--- src/rtl/i2s_rx_deserializer_pkg.sv ---
// Shared definitions for the I2S receive path: FSM states, channel codes,
// default word/slot geometry.
package i2s_pkg;

   localparam int SAMPLE_WIDTH_DEF = 24;
   localparam int SLOT_WIDTH_DEF   = 32;

   typedef enum logic [1:0] {
      IDLE  = 2'd0,
      SKIP  = 2'd1,
      SHIFT = 2'd2,
      PAD   = 2'd3
   } state_t;

   localparam logic CH_L = 1'b0;
   localparam logic CH_R = 1'b1;

endpackage

--- src/rtl/i2s_rx_deserializer_if.sv ---
// Edge-pulse inputs and parallel sample outputs of the I2S deserializer.
// master = the side producing edge pulses (and consuming samples),
// slave  = the deserializer itself.
interface i2s_rx_deserializer_if
   import i2s_pkg::*;
#(
   parameter int SAMPLE_WIDTH = SAMPLE_WIDTH_DEF
);
   logic                    bclk_rise;
   logic                    lrclk_rise;
   logic                    lrclk_fall;
   logic                    sdata;
   logic [SAMPLE_WIDTH-1:0] left_sample;
   logic [SAMPLE_WIDTH-1:0] right_sample;
   logic                    sample_valid;
   logic                    frame_err;

   modport master (
      output bclk_rise, lrclk_rise, lrclk_fall, sdata,
      input  left_sample, right_sample, sample_valid, frame_err
   );

   modport slave (
      input  bclk_rise, lrclk_rise, lrclk_fall, sdata,
      output left_sample, right_sample, sample_valid, frame_err
   );
endinterface

--- src/rtl/i2s_rx_deserializer_slot_shifter.sv ---
// Per-slot shift register and bit counter. word_nxt is the word including
// the bit on sdata this cycle, so the FSM can commit it on the LSB edge.
module i2s_slot_shifter
   import i2s_pkg::*;
#(
   parameter int SAMPLE_WIDTH = SAMPLE_WIDTH_DEF,
   parameter int SLOT_WIDTH   = SLOT_WIDTH_DEF,
   localparam int CNT_W       = $clog2(SLOT_WIDTH + 1)
) (
   input  logic                    fast_clk,
   input  logic                    rst,
   input  logic                    clr,
   input  logic                    en,
   input  logic                    sdata,
   output logic [SAMPLE_WIDTH-1:0] word_nxt,
   output logic [CNT_W-1:0]        bit_cnt
);
   localparam logic [CNT_W-1:0] CNT_MAX = CNT_W'(SLOT_WIDTH);

   // Only SAMPLE_WIDTH-1 bits are stored; the newest bit comes straight from sdata.
   logic [SAMPLE_WIDTH-2:0] shreg;

   assign word_nxt = {shreg, sdata};

   // Clear at slot start; shift and count (saturating) on each enabled bit.
   always_ff @(posedge fast_clk) begin
      if (rst || clr) begin
         shreg   <= '0;
         bit_cnt <= '0;
      end else if (en) begin
         shreg <= word_nxt[SAMPLE_WIDTH-2:0];
         if (bit_cnt != CNT_MAX) bit_cnt <= bit_cnt + 1'b1;
      end
   end
endmodule

--- src/rtl/i2s_rx_deserializer.sv ---
// Philips I2S frame deserializer. Works on single-cycle BCLK/LRCLK edge
// pulses in the fast_clk domain and emits signed L/R pairs, left first.
module i2s_rx_deserializer
   import i2s_pkg::*;
#(
   parameter int SAMPLE_WIDTH = SAMPLE_WIDTH_DEF,
   parameter int SLOT_WIDTH   = SLOT_WIDTH_DEF
) (
   input logic                  fast_clk,
   input logic                  rst,
   i2s_rx_deserializer_if.slave bus
);
   localparam int CNT_W = $clog2(SLOT_WIDTH + 1);
   localparam logic [CNT_W-1:0] LAST_BIT = CNT_W'(SAMPLE_WIDTH - 1);
   // bit_cnt value after the final legal bclk_rise of a slot (SKIP is bit 0).
   localparam logic [CNT_W-1:0] PAD_LAST = CNT_W'(SLOT_WIDTH - 1);

   state_t                  state, state_nxt;
   logic                    chan, chan_nxt;
   logic                    sh_clr, sh_en;
   logic                    commit_l, commit_r, drop, err_nxt;
   logic [SAMPLE_WIDTH-1:0] word_nxt;
   logic [CNT_W-1:0]        bit_cnt;

   logic [SAMPLE_WIDTH-1:0] left_hold, left_q, right_q;
   logic                    left_pend, valid_q, err_q;

   logic lr_any, edge_bad;

   assign lr_any   = bus.lrclk_rise | bus.lrclk_fall;
   // Both edges at once, or an edge that repeats the current channel.
   assign edge_bad = (bus.lrclk_rise & bus.lrclk_fall) |
                     (bus.lrclk_rise & (chan == CH_R)) |
                     (bus.lrclk_fall & (chan == CH_L));

   i2s_slot_shifter #(
      .SAMPLE_WIDTH (SAMPLE_WIDTH),
      .SLOT_WIDTH   (SLOT_WIDTH)
   ) u_shifter (
      .fast_clk (fast_clk),
      .rst      (rst),
      .clr      (sh_clr),
      .en       (sh_en),
      .sdata    (bus.sdata),
      .word_nxt (word_nxt),
      .bit_cnt  (bit_cnt)
   );

   // State and current-channel registers.
   always_ff @(posedge fast_clk) begin
      if (rst) begin
         state <= IDLE;
         chan  <= CH_L;
      end else begin
         state <= state_nxt;
         chan  <= chan_nxt;
      end
   end

   // Next state, shifter control and commit/error strobes. An LRCLK edge takes
   // priority over a coincident bclk_rise, which is then the slot's skip bit.
   always_comb begin
      state_nxt = state;
      chan_nxt  = chan;
      sh_clr    = 1'b0;
      sh_en     = 1'b0;
      commit_l  = 1'b0;
      commit_r  = 1'b0;
      drop      = 1'b0;
      err_nxt   = 1'b0;
      case (state)
         IDLE: begin
            if (bus.lrclk_fall && !bus.lrclk_rise) begin
               chan_nxt  = CH_L;
               sh_clr    = 1'b1;
               drop      = 1'b1;
               state_nxt = bus.bclk_rise ? SHIFT : SKIP;
            end
         end
         default: begin
            if (lr_any) begin
               if (edge_bad) begin
                  err_nxt   = 1'b1;
                  drop      = 1'b1;
                  state_nxt = IDLE;
               end else begin
                  // Leaving before the word completed is a short slot.
                  if (state != PAD) begin
                     err_nxt = 1'b1;
                     drop    = 1'b1;
                  end
                  chan_nxt  = bus.lrclk_rise ? CH_R : CH_L;
                  sh_clr    = 1'b1;
                  state_nxt = bus.bclk_rise ? SHIFT : SKIP;
               end
            end else if (bus.bclk_rise) begin
               case (state)
                  SKIP: begin
                     sh_clr    = 1'b1;
                     state_nxt = SHIFT;
                  end
                  SHIFT: begin
                     sh_en = 1'b1;
                     if (bit_cnt == LAST_BIT) begin
                        state_nxt = PAD;
                        commit_l  = (chan == CH_L);
                        commit_r  = (chan == CH_R);
                     end
                  end
                  default: begin
                     if (bit_cnt >= PAD_LAST) begin
                        err_nxt   = 1'b1;
                        drop      = 1'b1;
                        state_nxt = IDLE;
                     end else begin
                        sh_en = 1'b1;
                     end
                  end
               endcase
            end
         end
      endcase
   end

   // Left word is held until its right partner lands; pair and pulses register here.
   always_ff @(posedge fast_clk) begin
      if (rst) begin
         left_hold <= '0;
         left_pend <= 1'b0;
         left_q    <= '0;
         right_q   <= '0;
         valid_q   <= 1'b0;
         err_q     <= 1'b0;
      end else begin
         valid_q <= commit_r & left_pend;
         err_q   <= err_nxt;
         if (commit_l) begin
            left_hold <= word_nxt;
            left_pend <= 1'b1;
         end else if (drop || commit_r) begin
            left_pend <= 1'b0;
         end
         if (commit_r && left_pend) begin
            left_q  <= left_hold;
            right_q <= word_nxt;
         end
      end
   end

   assign bus.left_sample  = left_q;
   assign bus.right_sample = right_q;
   assign bus.sample_valid = valid_q;
   assign bus.frame_err    = err_q;
endmodule
--- src/flat_wrapper.sv ---
// flat-port wrapper written by rule: the top's interface ports become plain ports
module i2s_rx_deserializer_flat import i2s_pkg::*;
#(
   parameter int SAMPLE_WIDTH = SAMPLE_WIDTH_DEF,
   parameter int SLOT_WIDTH   = SLOT_WIDTH_DEF
)
  (fast_clk, rst, bus_bclk_rise, bus_lrclk_rise, bus_lrclk_fall, bus_sdata, bus_left_sample, bus_right_sample, bus_sample_valid, bus_frame_err);
  i2s_rx_deserializer_if #(.SAMPLE_WIDTH(SAMPLE_WIDTH)) bus_i ();
  input logic fast_clk;
  input logic rst;
  input wire logic [$bits(bus_i.bclk_rise)-1:0] bus_bclk_rise;
  input wire logic [$bits(bus_i.lrclk_rise)-1:0] bus_lrclk_rise;
  input wire logic [$bits(bus_i.lrclk_fall)-1:0] bus_lrclk_fall;
  input wire logic [$bits(bus_i.sdata)-1:0] bus_sdata;
  output wire logic [$bits(bus_i.left_sample)-1:0] bus_left_sample;
  output wire logic [$bits(bus_i.right_sample)-1:0] bus_right_sample;
  output wire logic [$bits(bus_i.sample_valid)-1:0] bus_sample_valid;
  output wire logic [$bits(bus_i.frame_err)-1:0] bus_frame_err;
  assign bus_i.bclk_rise = bus_bclk_rise;
  assign bus_i.lrclk_rise = bus_lrclk_rise;
  assign bus_i.lrclk_fall = bus_lrclk_fall;
  assign bus_i.sdata = bus_sdata;
  assign bus_left_sample = bus_i.left_sample;
  assign bus_right_sample = bus_i.right_sample;
  assign bus_sample_valid = bus_i.sample_valid;
  assign bus_frame_err = bus_i.frame_err;
  i2s_rx_deserializer #(.SAMPLE_WIDTH(SAMPLE_WIDTH), .SLOT_WIDTH(SLOT_WIDTH)) u_core (.fast_clk(fast_clk), .rst(rst), .bus(bus_i));
endmodule
--- config.mk ---
export PLATFORM = sky130hd
export DESIGN_NAME = i2s_rx_deserializer_flat
export DESIGN_NICKNAME = d
export VERILOG_FILES = /design/src/rtl/i2s_rx_deserializer_pkg.sv /design/src/rtl/i2s_rx_deserializer_if.sv /design/src/rtl/i2s_rx_deserializer_slot_shifter.sv /design/src/rtl/i2s_rx_deserializer.sv /design/src/flat_wrapper.sv
export SDC_FILE = /design/constraint.sdc
export NUM_CORES = 1
export LEC_CHECK = 0
export CORE_UTILIZATION = 40
export CTS_CLUSTER_SIZE = 24
export DETAILED_ROUTE_END_ITERATION = 7
export GPL_TIMING_DRIVEN = 0
export PLACE_DENSITY = 0.62
export SKIP_LAST_GASP = 1
export SLEW_MARGIN = 0
export SYNTH_ARGS = -nofsm -noshare
export SYNTH_HDL_FRONTEND = slang
export SYNTH_SLANG_ARGS = --single-unit
--- constraint.sdc ---
create_clock -name fast_clk -period 2.4 [get_ports fast_clk]
set_clock_uncertainty 0.15 [all_clocks]
set_input_delay 0.6 -clock fast_clk [delete_from_list [all_inputs] [get_ports fast_clk]]
set_output_delay 0.6 -clock fast_clk [all_outputs]
set_load 0.005 [all_outputs]
==> metrics, run 1 <==
status complete, no violations; Post-synth EDFFs 0; Yosys reg bits 107; Clock Pin Slew Worst Setup and Hold Paths 0.10 ns; clk sinks 107; Die Area 11300 µm²; core area 10400 µm²; # H-tree levels 3; largest net degree at the start of global routing 19; Initial Utilization 41.6%; final WL 10.3 mm; total CTS buffers 9; clk root buf clkbuf_8; # nets final 585; Initial DRC Count 143; Clk Latency, worst-skew pair 0.37 ns; crit path DAT 2.43 ns; DRC violations left 0; All-Layer GR Usage 19.2%; final worst-path cycle share 97.4%; first-pass GRT wire length 17.2 mm; Vias/cell 5.19; via count 3699; Synth area leaders dfxtp_1 (49%), a21oi_1 (8.1%), nand2_1 (8.0%); met2 wire length 4.83 mm; Die Wd 106 µm; highest routed metal layer met4; WL met1 4.83 mm; layout overhead on the synthesized area 24.6%; CTS Buffer Depth 2; num ports 56; Die Y 106 µm; relative slew slack 54.5%; critical path type input port to flip-flop; post-route ant nets 0; Async SR Flop Fraction 0%; Syn Nets 513; Crit Path Max Fanout 10; most numerous cell in the Yosys netlist dfxtp_1; IR drop worst, VDD 0.000292 V; worst slack, placed -0.815 ns; Post-Route Setup TNS 0 ns; Leak 1.75 nW; TritonCTS clock tree built; Yosys cell types 39; GRT Residual Overflow 0; Critical Path RT 2.49 ns; final hold violations 0; Post-synth top cells dfxtp_1 (107), nand2_1 (93), a21oi_1 (70); number of synthesis warnings 0; initial antenna violation count 0; CTS Hold Bufs 0; First-pass DRT Iterations 4; placed insts 690; Pwr per Cell Area 590 nW/µm²; Tot Pwr 3.19 mW; top_reg_cell synth dfxtp_1; Fill cells 1016; met3 WL 537 µm; cell area after synthesis 4340 µm²; Routed WL per cell 14.5 µm; ANT cells 0; Cells after Synth 500; Port Buffer Count 54; FMAX 0.428 GHz; Final HPWL DP 7.22 mm; design area 5400 µm²; Worst setup SP type input port; Pins Over Slew Limit 0; final worst setup slack 0.0623 ns; MaxCap Viol Count 0; RSZ-0062 raised after global routing false; leading area contributor after synthesis dfxtp_1; setup violators final 0; vias in the first global route 3474; share of the synthesized area in the top cell type 49.4%; Avg Cell Area, Syn 8.67 µm²; crit path time final 2.34 ns; Placed Instance Area 5070 µm²; Worst-Margin Slew 0.683 ns; routability cong. 0.796; fin cells 713; CP Capture Type flip-flop; sequential fraction of the synthesis area 49.4%; hold crit path type flip-flop to flip-flop; Placement Rows 37; share of layout cells above drive strength 1 14.7%
-- kinds of logic after synthesis --
| family | after synthesis | synth area share [%] |
|---|---|---|
| simple gates | 186 | 20.6 |
| flops | 107 | 49.4 |
| compound gates | 125 | 16.2 |
| fa+ha+maj | 7 | 2.02 |
| buf+inv | 48 | 5.54 |
| mux | 27 | 6.23 |
-- layout make-up --
| class | count | area [µm²] | area share, % |
|---|---|---|---|
| sequential | 107 | 2140 | 39.7 |
| multi-input combinational | 345 | 2000 | 36.9 |
| buffer | 36 | 244 | 4.52 |
| inverter | 10 | 37.5 | 0.695 |
| clock inverter | 7 | 51.3 | 0.950 |
| clock buffer | 9 | 124 | 2.29 |
| tap | 136 | 170 | 3.15 |
| timing repair buffer | 63 | 636 | 11.8 |
-- registers in the layout, summed over array words and instances, names as in the netlist --
signal / count
u_core.bus.frame_err: 1
u_core.bus.left_sample: 24
u_core.bus.right_sample: 24
u_core.bus.sample_valid: 1
u_core.chan: 1
u_core.left_hold: 24
u_core.left_pend: 1
u_core.state: 2
u_core.u_shifter.bit_cnt: 6
u_core.u_shifter.shreg: 23
-- where the power goes --
| group | internal, mW | switching, mW |
|---|---|---|
| clock network | 0.385 | 0.641 |
| registers | 1.79 | 0.00547 |
| logic | 0.120 | 0.252 |
-- path summary, 6_finish.rpt --
path,slack [ns],from,endpoint,cells after the start
worst max-delay path,0.06,bus_bclk_rise,u_core.bus.left_sample[5]$_SDFFE_PP0P_,7
worst min-delay path,0.31,u_core.bus.left_sample[1]$_SDFFE_PP0P_,u_core.bus.left_sample[1]$_SDFFE_PP0P_,2
worst max register to register,0.07,u_core.state[1]$_SDFFE_PP0P_,u_core.bus.left_sample[5]$_SDFFE_PP0P_,8
worst min register to register,0.31,u_core.bus.left_sample[1]$_SDFFE_PP0P_,u_core.bus.left_sample[1]$_SDFFE_PP0P_,2
-- stage by stage --
step           util, %  hold slack, ns
4_1_cts           51.4           0.314
3_5_place_dp      48.7           0.298
2_1_floorplan        -           0.281
5_1_grt           51.9           0.328
6_report          51.9           0.311
3_3_place_gp      48.7           0.294
-- cell usage in the layout (no fill, tap or decap), types with 3 or more instances in the layout --
master           instances
a21oi_1                 70
a21oi_2                 10
buf_2                    3
buf_4                   11
buf_6                    6
clkbuf_1                14
clkbuf_2                 5
clkbuf_8                 9
clkdlybuf4s50_1         52
clkinv_2                 3
dfxtp_1                105
ha_1                     6
inv_1                    7
mux2i_1                 27
nand2_1                 92
nand2_2                 10
nand3_1                 30
nand3b_1                 3
nor2_1                  30
o21a_1                   3
o21ai_0                 32
o31ai_1                  3
or3b_2                   3
or4_1                    3
-- timing repair --
item	in CTS	in global routing
pin swaps	2	4
gates resized for setup	14	23
setup endpoints to repair	103	85
cloned	0	1
buffers inserted	8	0
-- worst max-delay path, stage by stage --
cell and delay [ns]:
dlygate4sd2_1 0.35, or4b_4 0.55, or4_4 0.51, buf_8 0.17, buf_12 0.14, nand2_2 0.06
a21oi_2 0.04
-- per-layer routing --
metal  vias up  global-route usage [%]
li1       1849                       -
met5         -                       0
met3         9                    2.70
met2        88                    30.4
met1      1753                    26.5
met4         0                    7.34
Power figures use the tool's default switching activity.
==> inputs of run 2 (changes only) <==
--- a/config.mk
+++ b/config.mk
@@ -5,6 +5,8 @@
 export SDC_FILE = /design/constraint.sdc
 export NUM_CORES = 1
 export LEC_CHECK = 0
+export ABC_AREA = 1
+export ABC_CLOCK_PERIOD_IN_PS = 2400
 export CORE_UTILIZATION = 40
 export CTS_CLUSTER_SIZE = 24
 export DETAILED_ROUTE_END_ITERATION = 7
==> metrics, run 2 <==
status complete, no violations (unchanged); CP Buf/Inv Count 4 (was 3); worst reg2reg path depth 10 (was 8); via count 3916 (was 3699); Port Buffer Count 55 (was 54); first-pass GRT wire length 16.8 mm (was 17.2 mm); critical path type input port to flip-flop (unchanged); Placement Rows 38 (was 37); commonest cells after routing, fill and taps aside nand2_1 (170), nor2_1 (139), dfxtp_1 (107) (was dfxtp_1 (105), nand2_1 (92), a21oi_1 (70)); post-route ant nets 0 (unchanged); clk root buf clkbuf_8 (unchanged); Post-synth EDFFs 0 (unchanged); Worst setup SP type input port (unchanged); TritonCTS clock tree built (unchanged); final WL 9.93 mm (was 10.3 mm); setup violators final 0 (unchanged); Initial Utilization 41.2% (was 41.6%); Avg Cell Area, Syn 6.98 µm² (was 8.67 µm²); core area 10900 µm² (was 10400 µm²); total CTS buffers 9 (unchanged); Post-Route Setup TNS 0 ns (unchanged); IR drop worst, VDD 0.000234 V (was 0.000292 V); final hold violations 0 (unchanged); share of the synthesized area in the top cell type 47.8% (was 49.4%); Critical Path RT 2.51 ns (was 2.49 ns); Final HPWL DP 7.22 mm (about the same); Post-synth top cells nand2_1 (170), nor2_1 (139), dfxtp_1 (107) (was dfxtp_1 (107), nand2_1 (93), a21oi_1 (70)); Fill cells 1134 (was 1016); Clock Pin Slew Worst Setup and Hold Paths 0.09 ns (was 0.10 ns); final worst-path cycle share 92.0% (was 97.4%); Pins Over Slew Limit 0 (unchanged); sequential fraction of the synthesis area 47.8% (was 49.4%); relative slew slack 63.2% (was 54.5%); Yosys reg bits 107 (unchanged); routability cong. 0.847 (was 0.796); hold path endpoint u_core.left_hold[21]$_SDFFE_PP0P_ (was u_core.bus.left_sample[1]$_SDFFE_PP0P_); # nets final 723 (was 585); clk sinks 107 (unchanged); Die Wd 108 µm (was 106 µm); largest net degree at the start of global routing 17 (was 19); most common cell after layout, fill and taps aside nand2_1 (was dfxtp_1); crit path time final 2.21 ns (was 2.34 ns); Clk Latency, worst-skew pair 0.38 ns (was 0.37 ns); hold path cells 2 (unchanged); number of synthesis warnings 0 (unchanged); First-pass DRT Iterations 4 (unchanged); kind of cell adding the most delay to the critical path buffers and inverters (was simple AND/OR/NAND/NOR gates); slowest stage cell on the critical path clkdlybuf4s50_1 (was or4b_4); cell area after synthesis 4490 µm² (was 4340 µm²); Vias/cell 4.58 (was 5.19); worst reg-to-reg setup slack 0.24 ns (was 0.07 ns); Leak 2.44 nW (was 1.75 nW); initial antenna violation count 0 (unchanged); Syn Nets 656 (was 513); crit path DAT 2.32 ns (was 2.43 ns); # H-tree levels 3 (unchanged); DRC violations left 0 (unchanged); layout overhead on the synthesized area 20.8% (was 24.6%); most numerous cell in the Yosys netlist nand2_1 (was dfxtp_1); RSZ-0062 raised after global routing false (unchanged); vias in the first global route 3657 (was 3474); Die Y 108 µm (was 106 µm); Crit Path Max Fanout 10 (unchanged); hold crit path type flip-flop to flip-flop (unchanged); reg-to-reg startpoint u_core.state[0]$_SDFFE_PP0P_ (was u_core.state[1]$_SDFFE_PP0P_); Synth area leaders dfxtp_1 (48%), nand2_1 (14%), nor2_1 (12%) (was dfxtp_1 (49%), a21oi_1 (8.1%), nand2_1 (8.0%)); Async SR Flop Fraction 0% (unchanged); fin cells 855 (was 713); Initial DRC Count 150 (was 143); placed insts 838 (was 690); Worst-Margin Slew 0.552 ns (was 0.683 ns); ANT cells 0 (unchanged); num ports 56 (unchanged); GRT Residual Overflow 0 (unchanged); Crit path largest cell delay 0.61 ns (was 0.55 ns); Yosys cell types 25 (was 39); top_reg_cell synth dfxtp_1 (unchanged); FMAX 0.453 GHz (was 0.428 GHz); CP Capture Type flip-flop (unchanged); Die Area 11600 µm² (was 11300 µm²); leading area contributor after synthesis dfxtp_1 (unchanged); CTS Buffer Depth 2 (unchanged); share of layout cells above drive strength 1 7.13% (was 14.7%); MaxCap Viol Count 0 (unchanged); hold wc startpoint u_core.left_hold[21]$_SDFFE_PP0P_ (was u_core.bus.left_sample[1]$_SDFFE_PP0P_); Routed WL per cell 11.6 µm (was 14.5 µm); CP Cell Sequence clkdlybuf4s50_1 > nor2_4 > inv_1 > nand3_1 > o21ai_1 > buf_2 > buf_2 > a21oi_1 (was dlygate4sd2_1 > or4b_4 > or4_4 > buf_8 > buf_12 > nand2_2 > a21oi_2); Resized Gates After CTS 0 (was 14); All-Layer GR Usage 18.7% (was 19.2%); Cells after Synth 643 (was 500); Pwr per Cell Area 582 nW/µm² (was 590 nW/µm²); RR Endpoint u_core.bus.left_sample[4]$_SDFFE_PP0P_ (was u_core.bus.left_sample[5]$_SDFFE_PP0P_); crit-path most repeated cell buf_2
run 2: cells by family after synthesis:
logic type	after synthesis	synth area share, %
compound gates	88	9.96
flops	107	47.8
simple gates	336	29.6
xor+xnor	3	0.586
fa+ha+maj	7	1.95
buf+inv	102	10.2
run 2: worst max-delay path by stage:
stage	from	cells past startpoint	endpoint
final	bus_lrclk_rise	8	u_core.u_shifter.shreg[17]$_SDFFE_PP0P_
after global routing	rst	6	u_core.bus.left_sample[23]$_SDFFE_PP0P_
after CTS	u_core.state[0]$_SDFFE_PP0P_	9	u_core.left_hold[21]$_SDFFE_PP0P_
after detailed placement	bus_lrclk_rise	8	u_core.left_hold[21]$_SDFFE_PP0P_
after global placement	bus_lrclk_rise	8	u_core.left_hold[21]$_SDFFE_PP0P_
after floorplan	u_core.state[0]$_SDFFE_PP0P_	9	u_core.left_hold[10]$_SDFFE_PP0P_
run 2: stage by stage:
step	cell area (µm²)	worst slack, ns	util (%)	hold slack, ns	power (mW)
after CTS	5410	0.145	49.7	0.345	3.18
after detailed placement	5210	-0.251	47.9	0.323	2.09
after floorplan	4490	0.553	-	0.302	2.02
final	5420	0.192	49.8	0.341	3.15
after global placement	5210	-0.211	47.9	0.315	2.08
after global routing	5420	0.0378	49.8	0.366	3.29
run 2: per-layer routing:
metal  share of wire, %  track usage, %  vias up
met1                 51            24.1     1755
li1                   -               -     2093
met5                  0               0        -
met2                 45            30.4       56
met4                1.3            7.44        0
met3                3.2            3.63       12
run 2: layout make-up:
type / count / area, µm² / area share, %
Multi-Input combinational cell: 434 / 1890 / 34.8
Clock buffer: 14 / 183 / 3.37
Inverter: 69 / 260 / 4.80
Buffer: 33 / 195 / 3.60
Tap cell: 140 / 175 / 3.23
Timing Repair Buffer: 56 / 558 / 10.3
Clock inverter: 2 / 16.3 / 0.300
Sequential cell: 107 / 2140 / 39.5
run 2: tightest hold or removal path: cells and delay by family, from the launching register on:
family	cells	cell delay, ns
flops	1	0.34
compound gates	1	0.04
simple gates	1	0.08
run 2: power by group:
| group | leakage, nW | switching, mW | internal, mW |
|---|---|---|---|
| Combinational | 1.48 | 0.167 | 0.0805 |
| Sequential | 0.862 | 0.0128 | 1.79 |
| Clock | 0.0993 | 0.609 | 0.497 |
run 2: timing repair:
| action | CTS | global route |
|---|---|---|
| hold buffers | 0 | 0 |
| setup buffers | 0 | 1 |
| endpoints found under the setup margin | 0 | 5 |
==> inputs of run 3 (changes only) <==
--- a/config.mk
+++ b/config.mk
@@ -7,11 +7,13 @@
 export LEC_CHECK = 0
 export ABC_AREA = 1
 export ABC_CLOCK_PERIOD_IN_PS = 2400
-export CORE_UTILIZATION = 40
+export CELL_PAD_IN_SITES_DETAIL_PLACEMENT = 1
+export CELL_PAD_IN_SITES_GLOBAL_PLACEMENT = 2
+export CORE_UTILIZATION = 28
 export CTS_CLUSTER_SIZE = 24
 export DETAILED_ROUTE_END_ITERATION = 7
 export GPL_TIMING_DRIVEN = 0
-export PLACE_DENSITY = 0.62
+export PLACE_DENSITY = 0.75
 export SKIP_LAST_GASP = 1
 export SLEW_MARGIN = 0
 export SYNTH_ARGS = -nofsm -noshare
==> metrics, run 3 (synthesis gave the netlist of run 2 again) <==
num ports 56 (unchanged); setup violators final 0 (unchanged); fin cells 924 (was 855); relative slew slack 55.7% (was 63.2%); critical path type input port to flip-flop (unchanged); placed insts 909 (was 838); Routed WL per cell 13.2 µm (was 11.6 µm); Die Area 16500 µm² (was 11600 µm²); TritonCTS clock tree built (unchanged); reg-to-reg startpoint u_core.state[0]$_SDFFE_PP0P_ (unchanged); # H-tree levels 3 (unchanged); # nets final 724 (was 723); final worst setup slack 0.0557 ns (was 0.192 ns); Clk Latency, worst-skew pair 0.36 ns (was 0.38 ns); Post-Route Setup TNS 0 ns (unchanged); clk sinks 107 (unchanged); RR Endpoint u_core.bus.left_sample[22]$_SDFFE_PP0P_ (was u_core.bus.left_sample[4]$_SDFFE_PP0P_); Flop pwr share 52.8% (was 57.1%); Critical Path RT 2.49 ns (was 2.51 ns); Crit path largest cell delay 0.53 ns (was 0.61 ns); crit path time final 2.34 ns (was 2.21 ns); Initial DRC Count 155 (was 150); crit path from bus_lrclk_rise (unchanged); RSZ-0062 raised after global routing true (was false); CTS Buffer Depth 2 (unchanged); commonest cells after routing, fill and taps aside nand2_1 (170), nor2_1 (139), dfxtp_1 (107) (unchanged); MaxCap Viol Count 0 (unchanged); Final HPWL DP 9.03 mm (was 7.22 mm); All-Layer GR Usage 15.9% (was 18.7%); Port Buffer Count 55 (unchanged); Tot Pwr 3.41 mW (was 3.15 mW); hold crit path type flip-flop to flip-flop (unchanged); IR drop worst, VDD 0.000356 V (was 0.000234 V); Pwr per Cell Area 613 nW/µm² (was 582 nW/µm²); CP Cell Sequence clkdlybuf4s50_1 > nor2_4 > nand2_2 > nor2_2 > nand2_2 > buf_4 > buf_6 > nor2_1 > nor2_1 (was clkdlybuf4s50_1 > nor2_4 > inv_1 > nand3_1 > o21ai_1 > buf_2 > buf_2 > a21oi_1); Die Wd 129 µm (was 108 µm); Placement Rows 45 (was 38); DRC violations left 0 (unchanged); Worst setup SP type input port (unchanged); Clock Power Share 39.5% (was 35.1%); via count 4037 (was 3916); initial antenna violation count 0 (unchanged); Die Y 129 µm (was 108 µm); total CTS buffers 9 (unchanged); layout overhead on the synthesized area 24.1% (was 20.8%); hold slack 0.331 ns (was 0.341 ns); clk root buf clkbuf_16 (was clkbuf_8); worst slack, placed -0.307 ns (was -0.251 ns); worst setup path endpoint u_core.bus.left_sample[22]$_SDFFE_PP0P_ (was u_core.u_shifter.shreg[17]$_SDFFE_PP0P_); Psw 855 µW (was 788 µW); slowest stage cell on the critical path clkdlybuf4s50_1 (unchanged); crit path DAT 2.44 ns (was 2.32 ns); Initial Utilization 29.1% (was 41.2%); hold path cells 2 (unchanged); Leak 2.47 nW (was 2.44 nW); CP Capture Type flip-flop (unchanged); status complete, no violations (unchanged); final WL 12.2 mm (was 9.93 mm); final core occ 36.1% (was 49.8%); hold wc startpoint u_core.left_hold[10]$_SDFFE_PP0P_ (was u_core.left_hold[21]$_SDFFE_PP0P_); Crit Path Max Fanout 10 (unchanged); largest net degree at the start of global routing 16 (was 17); vias in the first global route 4032 (was 3657); routability cong. 0.745 (was 0.847); FMAX 0.427 GHz (was 0.453 GHz); core area 15400 µm² (was 10900 µm²); GRT Residual Overflow 0 (unchanged); combinational share of power 7.8% (about the same); first-pass GRT wire length 20.1 mm (was 16.8 mm); ANT cells 0 (unchanged); post-route ant nets 0 (unchanged); Placed Instance Area 5300 µm² (was 5210 µm²); worst reg-to-reg setup slack 0.14 ns (was 0.24 ns); First-pass DRT Iterations 4 (unchanged); final hold violations 0 (unchanged); Fill cells 1985 (was 1134); Clock Pin Slew Worst Setup and Hold Paths 0.07 ns (was 0.09 ns); final worst-path cycle share 97.7% (was 92.0%); design area 5570 µm² (was 5420 µm²); share of layout cells above drive strength 1 7.01% (was 7.13%); most common cell after layout, fill and taps aside nand2_1 (unchanged); worst reg2reg path depth 10 (unchanged); sw frac 25.1% (was 25.0%); Pins Over Slew Limit 0 (unchanged); Vias/cell 4.37 (was 4.58); Worst-Margin Slew 0.664 ns (was 0.552 ns); internal power 2.56 mW (was 2.36 mW)
-- run 3: changes by cell type in the layout (fill, tap and decap cells not counted), moves of 2 or more --
cell and delta:
clkinv_2 +2, buf_1 +2, clkbuf_1 -2, clkbuf_16 +9, clkbuf_8 -13
-- run 3: worst min path at each step --
stage | to | slack, ns
floorplan | u_core.left_hold[0]$_SDFFE_PP0P_ | 0.30
global placement | u_core.left_hold[4]$_SDFFE_PP0P_ | 0.32
detailed placement | u_core.left_hold[10]$_SDFFE_PP0P_ | 0.32
CTS | u_core.left_hold[10]$_SDFFE_PP0P_ | 0.34
global route | u_core.left_hold[10]$_SDFFE_PP0P_ | 0.36
finish | u_core.left_hold[10]$_SDFFE_PP0P_ | 0.33
-- run 3: critical path, delay by kind of cell --
kind | cells | cell delay, ns
buf+inv | 3 | 0.91
simple gates | 6 | 0.91
-- run 3: power by group through the flow --
| stage | registers, mW | logic (mW) | clock network (mW) |
|---|---|---|---|
| 6_report | 1.80 | 0.265 | 1.35 |
| 3_3_place_gp | 1.84 | 0.256 | 0 |
| 3_5_place_dp | 1.84 | 0.265 | 0 |
| 5_1_grt | 1.80 | 0.294 | 1.47 |
| 4_1_cts | 1.80 | 0.266 | 1.40 |
| 2_1_floorplan | 1.84 | 0.179 | 0 |
-- run 3: repair_timing --
| action | in CTS | in global routing |
|---|---|---|
| hold buffers | 0 | 0 |
| resized for setup | 0 | 4 |
| endpoints found under the setup margin | 0 | 36 |
| setup buffers | 0 | 2 |
-- run 3: area by class of cell --
cell class | count | area [µm²] | area share, %
multi-input cells | 434 | 1890 | 34.0
well taps | 211 | 264 | 4.74
flip-flops and latches | 107 | 2140 | 38.5
clock inverters | 3 | 18.8 | 0.337
repair buffers | 57 | 566 | 10.2
plain buffers | 33 | 198 | 3.55
clock buffers | 10 | 229 | 4.11
inverters | 69 | 260 | 4.67
-- run 3: routing by layer --
| metal | track usage (%) | wire length (µm) |
|---|---|---|
| met2 | 26.0 | 5590 |
| met5 | 0 | 0 |
| met1 | 20.7 | 6050 |
| met4 | 6.30 | 209 |
| met3 | 3.16 | 363 |
